==> src/rtl/serial_subtractor_if.sv <==
// Operand/result bundle for the bit-serial subtractor.
// The master drives the request side and the slave returns the registered result.
interface serial_subtractor_if #(
  parameter int unsigned WIDTH = 4
);
  logic             start;
  logic [WIDTH-1:0] a;
  logic [WIDTH-1:0] b;
  logic [WIDTH:0]   diff;
  logic             borrow;
  logic             busy;
  logic             done;

  modport master (
    output start, a, b,
    input  diff, borrow, busy, done
  );

  modport slave (
    input  start, a, b,
    output diff, borrow, busy, done
  );
endinterface

==> src/rtl/serial_subtractor.sv <==
// Bit-serial unsigned subtractor: one full-subtractor plus a borrow flop, LSB first.
// Produces a WIDTH+1-bit two's-complement difference WIDTH cycles after an accepted start.
module serial_subtractor #(
  parameter int unsigned WIDTH = 4
) (
  input logic               clk,
  input logic               reset,
  serial_subtractor_if.slave bus
);

  localparam int unsigned CntW = $clog2(WIDTH) + 1;

  typedef enum logic [1:0] {StIdle, StShift, StDone} state_e;

  state_e            state_q, state_d;
  logic [WIDTH-1:0]  a_q, a_d, b_q, b_d, res_q, res_d;
  logic              br_q, br_d;
  logic [CntW-1:0]   cnt_q, cnt_d;
  logic [WIDTH:0]    diff_q, diff_d;
  logic              borrow_q, borrow_d, busy_q, busy_d, done_q, done_d;
  logic              a0, b0, d, br_next;

  assign a0      = a_q[0];
  assign b0      = b_q[0];
  assign d       = a0 ^ b0 ^ br_q;
  assign br_next = (~a0 & b0) | (~(a0 ^ b0) & br_q);

  always_comb begin
    state_d  = state_q;
    a_d      = a_q;
    b_d      = b_q;
    res_d    = res_q;
    br_d     = br_q;
    cnt_d    = cnt_q;
    diff_d   = diff_q;
    borrow_d = borrow_q;
    busy_d   = busy_q;
    done_d   = 1'b0;
    unique case (state_q)
      StIdle: begin
        if (bus.start) begin
          a_d     = bus.a;
          b_d     = bus.b;
          br_d    = 1'b0;
          cnt_d   = '0;
          busy_d  = 1'b1;
          state_d = StShift;
        end
      end
      StShift: begin
        // Result bits enter at the MSB so the LSB-first stream lands in place.
        res_d = {d, res_q[WIDTH-1:1]};
        a_d   = {1'b0, a_q[WIDTH-1:1]};
        b_d   = {1'b0, b_q[WIDTH-1:1]};
        br_d  = br_next;
        cnt_d = cnt_q + 1'b1;
        if (cnt_q == CntW'(WIDTH - 1)) begin
          diff_d   = {br_next, d, res_q[WIDTH-1:1]};
          borrow_d = br_next;
          busy_d   = 1'b0;
          done_d   = 1'b1;
          state_d  = StDone;
        end
      end
      StDone: begin
        state_d = StIdle;
      end
      default: begin
        state_d = StIdle;
      end
    endcase
  end

  always_ff @(posedge clk or negedge reset) begin
    if (!reset) begin
      state_q  <= StIdle;
      a_q      <= '0;
      b_q      <= '0;
      res_q    <= '0;
      br_q     <= 1'b0;
      cnt_q    <= '0;
      diff_q   <= '0;
      borrow_q <= 1'b0;
      busy_q   <= 1'b0;
      done_q   <= 1'b0;
    end else begin
      state_q  <= state_d;
      a_q      <= a_d;
      b_q      <= b_d;
      res_q    <= res_d;
      br_q     <= br_d;
      cnt_q    <= cnt_d;
      diff_q   <= diff_d;
      borrow_q <= borrow_d;
      busy_q   <= busy_d;
      done_q   <= done_d;
    end
  end

  assign bus.diff   = diff_q;
  assign bus.borrow = borrow_q;
  assign bus.busy   = busy_q;
  assign bus.done   = done_q;

endmodule

==> src/flat_wrapper.sv <==
// flat-port wrapper written by rule: the top's interface ports become plain ports
module serial_subtractor_flat 
#(
  parameter int unsigned WIDTH = 4
)
  (clk, reset, bus_start, bus_a, bus_b, bus_diff, bus_borrow, bus_busy, bus_done);
  serial_subtractor_if #(.WIDTH(WIDTH)) bus_i ();
  input logic clk;
  input logic reset;
  input wire logic [$bits(bus_i.start)-1:0] bus_start;
  input wire logic [$bits(bus_i.a)-1:0] bus_a;
  input wire logic [$bits(bus_i.b)-1:0] bus_b;
  output wire logic [$bits(bus_i.diff)-1:0] bus_diff;
  output wire logic [$bits(bus_i.borrow)-1:0] bus_borrow;
  output wire logic [$bits(bus_i.busy)-1:0] bus_busy;
  output wire logic [$bits(bus_i.done)-1:0] bus_done;
  assign bus_i.start = bus_start;
  assign bus_i.a = bus_a;
  assign bus_i.b = bus_b;
  assign bus_diff = bus_i.diff;
  assign bus_borrow = bus_i.borrow;
  assign bus_busy = bus_i.busy;
  assign bus_done = bus_i.done;
  serial_subtractor #(.WIDTH(WIDTH)) u_core (.clk(clk), .reset(reset), .bus(bus_i));
endmodule
==> config.mk <==
export PLATFORM = sky130hd
export DESIGN_NAME = serial_subtractor_flat
export DESIGN_NICKNAME = d
export VERILOG_FILES = /design/src/rtl/serial_subtractor_if.sv /design/src/rtl/serial_subtractor.sv /design/src/flat_wrapper.sv
export SDC_FILE = /design/constraint.sdc
export NUM_CORES = 1
export LEC_CHECK = 0
export ABC_AREA = 1
export ABC_CLOCK_PERIOD_IN_PS = 2600
export BUFFER_PORTS_ARGS = -buffer_cell sky130_fd_sc_hd__buf_2
export CORE_MARGIN = 8
export CORE_UTILIZATION = 55
export DETAILED_ROUTE_END_ITERATION = 16
export PLACE_DENSITY = 0.81
export SETUP_SLACK_MARGIN = 0.15
export SYNTH_ARGS = -nofsm -noshare
export SYNTH_HDL_FRONTEND = slang
export SYNTH_SLANG_ARGS = --single-unit
==> constraint.sdc <==
create_clock -name clk -period 2.6 [get_ports clk]
set_input_delay 0.52 -clock clk [delete_from_list [all_inputs] [get_ports clk]]
set_output_delay 0.52 -clock clk [all_outputs]
set_load 0.03 [all_outputs]
After elaboration in Yosys (flattened, before gate mapping)
Index checks and enable logic that the tools add are counted.
{ "op_classes": {"addsub": 1, "eq_ne": 4, "n_mux": 16, "bitwise_logic": 7, "reduce_logical": 6} }
{ "ops": {"columns": ["cell", "count"], "rows": [
  ["$pmux W4 S2", 2],
  ["$mux W4", 2],
  ["$pmux W3 S2", 1],
  ["$reduce_and A2 Y1", 3],
  ["$mux W1", 5],
  ["$mux W2", 2],
  ["$pmux W1 S2", 2],
  ["$pmux W2 S2", 1],
  ["$add A3 B1 Y3 const B", 1],
  ["$eq A3 B2 Y1 const B", 1],
  ["$mux W3", 1],
  ["$reduce_and A3 Y1", 1],
  ["$and A1 B1 Y1", 2],
  ["$eq A2 B1 Y1 const B", 1],
  ["$logic_not A2 Y1", 1],
  ["$ne A2 B1 Y1 const B", 1],
  ["$ne A2 B2 Y1 const B", 1],
  ["$not A1 Y1", 2],
  ["$reduce_bool A2 Y1", 1],
  ["$xor A1 B1 Y1", 2],
  ["$or A1 B1 Y1", 1]
]} }
{ "word_totals": {"reg_bits": 26, "word_cells": 44} }

Logic depth before layout (Yosys ltp)
{ "logic_depth": {"depth_word": 5, "ltp_mapped": 8} }

Worst setup path after synthesis
OpenSTA, ideal clock, no wires.
{ "synth_timing": {"path_kind": "reg2out", "start": "reg u_core.diff_q[4] (netlist: u_core.bus.diff[4])", "end": "out bus_diff[4]", "arrival_ns": 0.721, "required_ns": 2.080, "slack_ns": 1.359, "stages_incl_launch_ff": 2, "path_buffers": 1, "cell_sequence": "dfrtp_1 > buf_4"} }
{ "synth_lines": {"columns": ["item", "line", "source"], "rows": [
  ["start: declaration", "serial_subtractor.sv:19", "logic [WIDTH:0] diff_q, diff_d;"],
  ["start signal: assignment", "serial_subtractor.sv:93", "diff_q <= diff_d;"],
  ["end: declaration", "flat_wrapper.sv:13", "output wire logic [$bits(bus_i.diff)-1:0] bus_diff;"]
]} }
No word-level cell between the ends.

Worst setup path after layout
{ "layout_timing": {"start": "reg u_core.state_q[0]", "end": "reg u_core.b_q[3]"} }
{ "layout_via": {"elab_chain_cells": 3} }
{ "layout_lines": {"columns": ["item", "line", "source"], "rows": [
  ["start: declaration", "serial_subtractor.sv:15", "state_e state_q, state_d;"],
  ["start signal: assignment", "serial_subtractor.sv:76", "state_q <= StIdle;"],
  ["start signal: assignment", "serial_subtractor.sv:87", "state_q <= state_d;"],
  ["$eq A2 B1 Y1 / $logic_not A2 Y1 (equally long branches)", "serial_subtractor.sv:39", "unique case (state_q)"],
  ["$reduce_bool A2 Y1 (no source line) / $ne A2 B2 Y1 (equally long branches)", null, null],
  ["$reduce_and A2 Y1 (no source line)", null, null],
  ["end signal: assignment", "serial_subtractor.sv:78", "b_q <= '0;"],
  ["end signal: assignment", "serial_subtractor.sv:89", "b_q <= b_d;"],
  ["end: declaration", "serial_subtractor.sv:16", "logic [WIDTH-1:0] a_q, a_d, b_q, b_d, res_q, res_d;"]
]} }
Parallel ways exist; a longest one is shown, timed or not.
A chain may end at the register's enable or synchronous reset.

==> flow_summary_export.csv <==
group,metric,value,unit
pwr,swShare,0.4443,
pwr,power.density_cell_area,1298,nW/um2
logic_synthesis,post_synthesis_average_cell_area,8.689,um2
drt,postRouteAntennaNets,0,
timing,rsz0062_at_grt,"false",
global_routing,grt_pass1_wl,3.422,mm
logic_synthesis,ys_seq_area_frac,0.5486,
pwr,leakagePower,0.6898,nW
logic_synthesis,synth_common_cells,"33 x nand2_1, 24 x dfrtp_1, 21 x inv_1, 21 x nand3_1, 8 x o21ai_0",
timing,achievable-frequency,0.6134,GHz
floorplan,die_w,60.62,um
logic_synthesis,synth_area,1095,um2
timing,relSlewSlack,0.5509,
outcome,run_status,"finished clean",
timing,fin_ws,0.9698,ns
place,place.gp.congestion,0.7704,
drt,post_drt_via_cell_ratio,4.976,
drt,drt-initial-drc-count,27,
pwr,p_comb_frac,0.468,
pwr,peakVddDrop,0.6277,mV
drt,finalWirelength,2.030,mm
logic_synthesis,yosysTopAreaCell,"dfrtp_1",
pwr,net-switching-power,0.0006983,W
logic_synthesis,ys_top_cells_by_area,"dfrtp_1 55%, nand2_1 11%, nand3_1 9.6%, inv_1 7.2%, o21ai_0 3.7%",
clock_tree,cts.sink_count,24,
worst_setup_path,timing.setup.critical_path_class,"reg2reg",
finish,final_net_count,157,
global_routing,grt_antenna_before_repair,0,
timing,maxSlewViolCount,0,
global_routing,grt_usage,0.1245,
floorplan,core,1922,um2
logic_synthesis,synth.lib_cells_used.distinct,15,
worst_setup_path,path_cells,"nand2_1, nand2_2, o21ai_0",
logic_synthesis,synth.net_count,140,
finish,post_route_cells_drive_above_1_share,0.1901,
clock_tree,count_of_hold_buffers_inserted_by_post_cts_repair,0,
drt,number_of_vias_in_the_routed_layout,841,
timing,final_min_period_over_clock_period,0.6270,
timing,fin_setup_tns,0,ns
clock_tree,cts_buffers,3,
pwr,power_frac_clock,0.124,
worst_setup_path,max_stage_delay,0.56,ns
floorplan,start_util,0.5697,
run,drv.max_cap_violation_count,0,
logic_synthesis,ffs_w_async_s_r_synth,1.000,
timing,finalCriticalPeriod,1.630,ns
global_routing,overflow,0,
timing,setup_viol,0,
worst_setup_path,worst-endpoint-required,2.84,ns
finish,area_growth_syn_to_layout,10.63,%
place,hpwl,1.430,mm
logic_synthesis,yosys_most_used_dff,"dfrtp_1",
drt,residual_drc,0,
logic_synthesis,synth_edf_count,0,
pwr,p_seq_frac,0.409,
floorplan,num_io_pins,19,
logic_synthesis,synth_largest_type_area_fraction,0.5486,
pwr,totalPowerFinal,0.001572,W
clock_tree,clock_transition_at_path_regs,0.12,ns
logic_synthesis,yosys_register_bits,24,
clock_tree,cts.htree.levels,1,
worst_setup_path,cp_max_fo,23,
clock_tree,clockRootBuffer,"clkbuf_4",
timing,hold_viol_final,0,
clock_tree,cts_max_path_buffers,2,
logic_synthesis,yosys.cell_count.top_type,"nand2_1",
place,place_worst_setup_slack,1.006,ns
global_routing,grt_pass1_vias,818,
clock_tree,cts_post_setup_buffers_inserted,0,
finish,n_fill_cell,176,
clock_tree,post_cts_resize_count,0,
logic_synthesis,syn-instance-count,126,
worst_setup_path,start_kind,"register",
floorplan,dieArea,3674,um2
pwr,internal_power,0.0008733,W
drt,drt_pass1_iterations,4,
timing,worstMarginPinSlew,0.6720,ns
worst_setup_path,worst-endpoint-arrival,1.87,ns
worst_setup_path,end_kind,"register",
place,buffer_ports.inserted,18,
finish,antenna_cells_inserted,0,
worst_setup_path,crit_slowest_cell,"nand2_1",
timing,finClkSkew,0.0007697,ns
drt,drt-wirelength-per-cell,12.01,um
floorplan,die_h,60.62,um
clock_tree,clk_latency,0.31,ns
worst_hold_path,hold_class,"in2async",
floorplan,core.rowCount,16,
clock_tree,tritoncts,"built",
global_routing,pin_count_of_the_biggest_net_entering_global_routing,25,
logic_synthesis,synthesis.yosys.warnings,0,
-- critical path, delay by kind of cell (launching register included) --
family,cells,cell delay (ns)
compound gates,1,0.22
simple gates,2,0.82
flops,1,0.51
-- worst paths after layout --
| check | startpoint | to | slack (ns) | depth (start not counted) |
|---|---|---|---|---|
| min | reset | u_core.bus.diff[0] | 0.16 | 1 |
| max in group asynchronous | reset | u_core.res_q[2] | 2.09 | 1 |
| max | u_core.state_q[0] | u_core.b_q[3] | 0.97 | 3 |
| min in group clk | bus_a[3] | u_core.a_q[3] | 0.41 | 3 |
| max reg2reg | u_core.state_q[0] | u_core.b_q[3] | 0.97 | 3 |
| min reg2reg | u_core.cnt_q[0] | u_core.cnt_q[0] | 0.49 | 1 |
-- cells by family (layout without fill, tap and decap cells) --
family                   after synthesis  after routing  synth area share
adder cells (fa/ha/maj)                3              3           0.04114
AND/OR/NAND/NOR                       58             58            0.2251
AO/OA/AOI/OAI                         13             13           0.06972
buffers and inverters                 28             44            0.1154
flip-flops                            24             24            0.5486
-- metrics by stage --
step | util | instances | cell area, um2 | hold slack (ns)
2_1_floorplan | - | 126 | 1095 | 0.2244
3_3_place_gp | 0.6113 | 165 | 1175 | 0.4573
3_5_place_dp | 0.6113 | 165 | 1175 | 0.4648
4_1_cts | 0.6302 | 169 | 1211 | 0.1673
5_1_grt | 0.6302 | 169 | 1211 | 0.1883
6_report | 0.6302 | 169 | 1211 | 0.1615
-- power by group through the flow --
stage               Sequential (W)  Clock (W)  Combinational, W
floorplan                 0.000723          0          0.000517
global placement          0.000645          0          0.000712
detailed placement        0.000651          0          0.000739
CTS                       0.000643   0.000203          0.000750
global route              0.000666   0.000223          0.000835
finish                    0.000643   0.000194          0.000735
-- layer usage --
metal,vias up,wire [um],track usage
met3,5,146,0.03390
li1,420,-,-
met1,394,890,0.1420
met4,0,38,0.07309
met2,22,954,0.2036
met5,-,0,0
-- flip-flops by register name (all words and copies together) (netlist names) --
signal,cells
u_core.a_q,4
u_core.b_q,4
u_core.br_q,1
u_core.bus.busy,1
u_core.bus.diff,5
u_core.bus.done,1
u_core.cnt_q,3
u_core.res_q,3
u_core.state_q,2
-- final cells by class --
class / count / area [um2] / share of cell area
Sequential cell: 24 / 600.6 / 0.4959
Multi-Input combinational cell: 74 / 367.9 / 0.3037
Timing Repair Buffer: 18 / 90.09 / 0.07438
Inverter: 22 / 82.58 / 0.06818
Clock buffer: 4 / 36.28 / 0.02996
Tap cell: 27 / 33.78 / 0.02789
-- layout by cell type, fill, tap and decap left out --
cell       n
dfrtp_1   24
o21ai_0    8
clkbuf_8   1
clkbuf_4   3
ha_1       2
nand2_2    1
nand3_1   21
fa_1       1
inv_2      1
a21oi_1    2
nand2_1   33
buf_2     18
inv_1     21
nor2_1     3
o21ai_2    3
Note: power is estimated with default switching activity, not from simulation.
